### config.mk
export PLATFORM = sky130hd
export DESIGN_NAME = multicycle_sequencer
export DESIGN_NICKNAME = d
export VERILOG_FILES = /design/src/rtl/multicycle_sequencer_pkg.sv /design/src/rtl/mem_wait_timer.sv /design/src/rtl/multicycle_sequencer.sv
export SDC_FILE = /design/constraint.sdc
export NUM_CORES = 1
export LEC_CHECK = 0
export CAP_MARGIN = 20
export CORE_ASPECT_RATIO = 1.75
export CORE_MARGIN = 2
export CORE_UTILIZATION = 35
export DETAILED_ROUTE_END_ITERATION = 16
export PLACE_DENSITY = 0.63
export SLEW_MARGIN = 0
export SYNTH_ARGS = -nofsm -noshare
export SYNTH_HDL_FRONTEND = slang
export SYNTH_HIERARCHICAL = 1
export SYNTH_SLANG_ARGS = --single-unit
### constraint.sdc
create_clock -name clk -period 4.9 [get_ports clk]
set_clock_uncertainty 0.2 [all_clocks]
set_input_delay 0.735 -clock clk [delete_from_list [all_inputs] [get_ports clk]]
set_output_delay 0.735 -clock clk [all_outputs]
set_load 0.02 [all_outputs]
### src/rtl/multicycle_sequencer_pkg.sv
// Shared types and constants for the multi-cycle control sequencer.
// Opcode/funct values match those used by the combinational decode controller.
package multicycle_sequencer_pkg;

  localparam int unsigned SeqStateWidth  = 3;
  localparam int unsigned DefaultTimeout = 255;

  typedef enum logic [SeqStateWidth-1:0] {
    StIf   = 3'd0,
    StId   = 3'd1,
    StEx   = 3'd2,
    StMem  = 3'd3,
    StWb   = 3'd4,
    StHalt = 3'd5
  } seq_state_e;

  typedef enum logic [2:0] {
    ClsAlu,
    ClsLw,
    ClsSw,
    ClsBranch,
    ClsJr,
    ClsJ,
    ClsJal,
    ClsIllegal
  } instr_class_e;

  localparam logic [5:0] OpRtype = 6'b000000;
  localparam logic [5:0] OpJ     = 6'b000010;
  localparam logic [5:0] OpJal   = 6'b000011;
  localparam logic [5:0] OpBeq   = 6'b000100;
  localparam logic [5:0] OpBne   = 6'b000101;
  localparam logic [5:0] OpLw    = 6'b100011;
  localparam logic [5:0] OpSw    = 6'b101011;
  localparam logic [5:0] FnJr    = 6'b001000;

  function automatic instr_class_e decode_class(input logic [5:0] opcode,
                                                input logic [5:0] func);
    instr_class_e cls;
    cls = ClsIllegal;
    casez (opcode)
      OpRtype:      cls = (func == FnJr) ? ClsJr : ClsAlu;
      // addi, addiu, slti, sltiu, andi, ori, xori, lui
      6'b001???:    cls = ClsAlu;
      OpLw:         cls = ClsLw;
      OpSw:         cls = ClsSw;
      OpBeq, OpBne: cls = ClsBranch;
      OpJ:          cls = ClsJ;
      OpJal:        cls = ClsJal;
      default:      cls = ClsIllegal;
    endcase
    return cls;
  endfunction

endpackage

### src/rtl/mem_wait_timer.sv
// Counts memory wait cycles; expired flags that the count has reached TIMEOUT.
module mem_wait_timer
  import multicycle_sequencer_pkg::*;
#(
  parameter int unsigned TIMEOUT = DefaultTimeout
) (
  input  logic clk,
  input  logic rst_n,
  input  logic clear,
  input  logic count,
  output logic expired
);

  localparam logic [7:0] Limit = 8'(TIMEOUT);

  logic [7:0] count_q, count_d;

  assign expired = (count_q == Limit);

  always_comb begin
    count_d = count_q;
    if (clear) begin
      count_d = 8'd0;
    end else if (count && !expired) begin
      count_d = count_q + 8'd1;
    end
  end

  always_ff @(posedge clk or negedge rst_n) begin
    if (!rst_n) begin
      count_q <= 8'd0;
    end else begin
      count_q <= count_d;
    end
  end

endmodule

### src/rtl/multicycle_sequencer.sv
// Multi-cycle CPU control sequencer: steps IF/ID/EX/MEM/WB, stalls on memory,
// and parks in HALT on request or on a bus timeout.
module multicycle_sequencer
  import multicycle_sequencer_pkg::*;
#(
  parameter int unsigned TIMEOUT = DefaultTimeout
) (
  input  logic        clk,
  input  logic        rst_n,
  input  logic [5:0]  opcode,
  input  logic [5:0]  func,
  input  logic        mem_ready,
  input  logic        halt_req,
  output logic        imem_req,
  output logic        ir_load,
  output logic        alu_en,
  output logic        dmem_rd_req,
  output logic        dmem_wr_req,
  output logic        reg_wr_en,
  output logic        pc_en,
  output logic [SeqStateWidth-1:0] state,
  output logic        halted,
  output logic        bus_err,
  output logic        illegal,
  output logic [31:0] retired
);

  seq_state_e   state_q, state_d;
  instr_class_e class_q, id_class, cur_class;
  logic         bus_err_q, bus_err_d;
  logic [31:0]  retired_q;

  logic in_wait, wait_expired, timeout, retire;
  logic imem_c, ir_load_c, alu_c, rd_c, wr_c, reg_wr_c, illegal_c;

  assign id_class  = decode_class(opcode, func);
  // The IR holds the instruction, but the class is latched in ID so later states
  // do not depend on the IR staying stable.
  assign cur_class = (state_q == StId) ? id_class : class_q;

  assign in_wait = (state_q == StIf) || (state_q == StMem);
  assign timeout = in_wait && wait_expired && !mem_ready;

  mem_wait_timer #(
    .TIMEOUT (TIMEOUT)
  ) u_mem_wait_timer (
    .clk     (clk),
    .rst_n   (rst_n),
    .clear   (!in_wait || mem_ready),
    .count   (in_wait && !mem_ready),
    .expired (wait_expired)
  );

  always_comb begin
    state_d   = state_q;
    retire    = 1'b0;
    imem_c    = 1'b0;
    ir_load_c = 1'b0;
    alu_c     = 1'b0;
    rd_c      = 1'b0;
    wr_c      = 1'b0;
    reg_wr_c  = 1'b0;
    illegal_c = 1'b0;

    unique case (state_q)
      StIf: begin
        imem_c = !timeout;
        if (mem_ready) begin
          ir_load_c = 1'b1;
          state_d   = StId;
        end else if (timeout) begin
          state_d = StHalt;
        end
      end
      StId: begin
        case (cur_class)
          ClsJ:       retire = 1'b1;
          ClsIllegal: begin
            illegal_c = 1'b1;
            retire    = 1'b1;
          end
          ClsJal:     state_d = StWb;
          default:    state_d = StEx;
        endcase
      end
      StEx: begin
        alu_c = 1'b1;
        case (cur_class)
          ClsBranch, ClsJr: retire  = 1'b1;
          ClsLw, ClsSw:     state_d = StMem;
          default:          state_d = StWb;
        endcase
      end
      StMem: begin
        rd_c = (cur_class == ClsLw) && !timeout;
        wr_c = (cur_class == ClsSw) && !timeout;
        if (mem_ready) begin
          if (cur_class == ClsLw) begin
            state_d = StWb;
          end else begin
            retire = 1'b1;
          end
        end else if (timeout) begin
          state_d = StHalt;
        end
      end
      StWb: begin
        reg_wr_c = 1'b1;
        retire   = 1'b1;
      end
      StHalt: begin
        if (!halt_req && !bus_err_q) begin
          state_d = StIf;
        end
      end
      default: state_d = StIf;
    endcase

    // halt_req only matters at an instruction boundary
    if (retire) begin
      state_d = halt_req ? StHalt : StIf;
    end
  end

  assign bus_err_d = bus_err_q | timeout;

  always_ff @(posedge clk or negedge rst_n) begin
    if (!rst_n) begin
      state_q   <= StIf;
      class_q   <= ClsAlu;
      bus_err_q <= 1'b0;
      retired_q <= 32'd0;
    end else begin
      state_q   <= state_d;
      bus_err_q <= bus_err_d;
      if (state_q == StId) begin
        class_q <= id_class;
      end
      if (retire) begin
        retired_q <= retired_q + 32'd1;
      end
    end
  end

  // Strobes are gated by rst_n so nothing fires while reset is held.
  assign imem_req    = rst_n & imem_c;
  assign ir_load     = rst_n & ir_load_c;
  assign alu_en      = rst_n & alu_c;
  assign dmem_rd_req = rst_n & rd_c;
  assign dmem_wr_req = rst_n & wr_c;
  assign reg_wr_en   = rst_n & reg_wr_c;
  assign pc_en       = rst_n & retire;
  assign illegal     = rst_n & illegal_c;

  assign state   = state_q;
  assign halted  = (state_q == StHalt);
  assign bus_err = bus_err_q;
  assign retired = retired_q;

endmodule

==> key figures <==
Outcome
  • Status: finished clean

CTS
  • Post-CTS setup buffer count: 0
  • Worst-Skew Late Latency: 0.29 ns
  • Max Buffers Root-to-Sink: 2
  • TritonCTS clock tree: yes
  • CTS Buf Count: 5
  • Post-CTS Hold Buffers: 0
  • Reg clk slew, reported paths: 0.06 ns
  • CTS Sinks: 47
  • Post-CTS sizing: 0
  • Htree depth: 2
  • Root Driver: clkbuf_16

Placement
  • Global placement routability congestion: 0.8223
  • Hpwl dp: 5242 µm
  • Post-Place Setup Slack: 0.3161 ns
  • Placed inst area: 3686 µm²
  • Port bufs: 60
  • Placed Cells: 476

Drt
  • Final WL: 7235 µm
  • DR vias/cell: 5.435
  • Post-route DRC: 0
  • DR WL/cell: 14.92 µm
  • Routed vias: 2636
  • Total iterations of the first detailed-routing run: 4
  • Initial DRC count: 136
  • Antenna-violating nets left: 0

Synthesis
  • Syn Inst Count: 311
  • Cell Area, Synth: 2983 µm²
  • Adder-cell share of the synthesized area: 0.008389
  • Main synth FF type: dfrtp_1
  • Main combinational cell family by area after synthesis: simple AND/OR/NAND/NOR gates
  • Synth Area in Compound Gates: 0.2164
  • XOR/XNOR Fraction of Synth Area: 0.09102
  • Synth Net Count: 329
  • Synth Register Bits: 47
  • Synth warn: 6
  • Mean Syn Cell Area: 9.591 µm²
  • Simple logic cell fraction of the synthesized area: 0.2202
  • Mux share of post-synthesis cell area: 0.02349
  • Fraction of the yosys area taken by sequential cells: 0.3943
  • EDFF count, synth: 0
  • Post-synth ARST share: 1.000
  • Library cells used by synthesis: 61

GRT
  • First-pass GRT wire length: 12200 µm
  • Number of global-route vias before repair: 2601
  • Initial antenna violation count: 0
  • GRT overflow: 0
  • Largest net degree at the start of global routing: 37
  • Total Routing Usage GR: 0.1638

Pwr
  • Clock network power share: 0.212
  • Max VDD drop: 0.2852 mV
  • Cell Int Power: 1.108 mW
  • Seq pwr share: 0.310
  • Power per cell area: 490.9 nW/µm²
  • Psw: 0.7890 mW
  • Switch share: 0.4159
  • Lkg Pwr: 1.351 nW
  • Total design power: 1.897 mW
  • Logic pwr share: 0.478

Floorplan
  • Placement Rows: 44
  • Die Footprint: 9306 µm²
  • Die X: 73.79 µm
  • Core footprint: 8313 µm²
  • I/O pin count: 61
  • Die height: 126.1 µm
  • Initial core utilization: 0.3588

Timing
  • Rel. slew slack: 0.5823
  • RSZ-0062 raised after global routing: no
  • WHS: 0.1533 ns
  • Setup ws final: 0.2710 ns
  • Fmax: 216.0 MHz
  • Final TNS setup: 0 ns
  • Period utilisation layout: 0.9447
  • # setup viols final: 0
  • Slew @ Worst Pin: 0.6208 ns
  • Hold Vio Cnt, Final: 0
  • Fin crit period: 4.629 ns
  • Final Slew Violations: 0

Finish
  • Final Util: 0.4649
  • Fillers: 781
  • Final #Nets: 387
  • ANT cells: 0
  • Fin cells: 485
  • Area delta synth->final: 29.57%
  • Layout cells sized above 1: 0.1297
  • Design area: 3865 µm²

Critical path
  • Startpoint types: input port
  • WP data required: 3.96 ns
  • Critical Path Sink Type: output port
  • CP Data Arrival Time: 3.69 ns
  • Crit path max fanout: 8
  • Crit Path Class: input port to output port

Flow run
  • MaxCap Viol Count: 0

Hold path
  • Hold Crit Class: input port to async pin
## logic make-up after synthesis
| kind of cell | count (synthesis) |
|---|---|
| mux | 6 |
| flops | 47 |
| compound gates | 77 |
| buf+inv | 30 |
| simple gates | 118 |
| fa+ha+maj | 2 |
| xor+xnor | 31 |
## per-layer routing
metal,track usage,share of wire,vias up
li1,-,-,1283
met1,0.1909,0.42,1281
met2,0.2805,0.52,55
met3,0.02640,0.026,17
met4,0.08235,0.032,0
met5,0,0,-
## critical path, stage by stage
cell,delay [ns]
clkdlybuf4s50_1,0.48
o41a_1,0.47
a21boi_2,0.22
or2_1,0.26
inv_2,0.11
o41a_1,0.45
nand3_1,0.21
and2_1,0.16
clkdlybuf4s50_1,0.60
## Yosys cell counts, drive strengths merged, types with 5 or more instances
| master | instances | area (µm²) |
|---|---|---|
| xor2 | 28 | 245.2 |
| nand3 | 20 | 100.1 |
| nand2b | 6 | 37.54 |
| a211oi | 5 | 37.54 |
| a21oi | 13 | 65.06 |
| buf | 9 | 58.80 |
| nor2 | 14 | 55.06 |
| nor4 | 7 | 43.79 |
| a311oi | 15 | 219.0 |
| a31oi | 17 | 106.4 |
| mux2 | 5 | 60.05 |
| nand2 | 24 | 90.09 |
| dfrtp | 47 | 1176 |
| nor3 | 5 | 25.02 |
| nor2b | 5 | 31.28 |
| o21ai | 6 | 33.78 |
| and2 | 6 | 38.79 |
| nand4 | 9 | 56.30 |
| inv | 13 | 48.80 |
| clkbuf | 8 | 30.03 |
## layout by cell type (no fill, tap or decap), types with 6 or more instances in the layout
cell              n
xor2_1           28
a31oi_1          17
nand2b_1          6
nor4_1            7
a311oi_2         14
nand3_1          20
nand2_1          24
nand4_1           9
clkdlybuf4s50_1  59
dfrtp_1          47
buf_4             7
a21oi_1          13
inv_1            11
nor2_1           13
## final cells by class
class | instances | area [µm²] | share of cell area
multi-input combinational | 234 | 1669 | 0.4319
sequential | 47 | 1176 | 0.3043
timing repair buffer | 68 | 653.1 | 0.1690
tap | 115 | 143.9 | 0.03723
clock buffer | 6 | 138.9 | 0.03593
inverter | 13 | 48.80 | 0.01263
clock inverter | 2 | 35.03 | 0.009064
## worst paths after layout
path	start	slack (ns)	cells after the start	to
worst max-delay path	opcode[0]	0.27	9	pc_en
max in group asynchronous	rst_n	3.56	2	retired[23]
worst max register to register	state[2]	1.66	10	retired[11]
min in group clk	retired[31]	0.28	1	retired[31]
worst min register to register	retired[31]	0.28	1	retired[31]
worst min-delay path	rst_n	0.15	1	class_q[0]
## power by group through the flow
stage | sequential [mW] | combinational, mW | clock, mW
after floorplan | 0.668 | 0.495 | 0
after global placement | 0.591 | 0.894 | 0
after detailed placement | 0.594 | 0.902 | 0
after CTS | 0.589 | 0.906 | 0.414
after global routing | 0.608 | 0.987 | 0.425
final | 0.588 | 0.907 | 0.402
## flip-flops by register name (all words and copies together), names as in the netlist
signal	flops
retired	32
state	3
bus_err	1
u_mem_wait_timer/count_q	8
class_q	3
(Power assumes the default switching activity.)
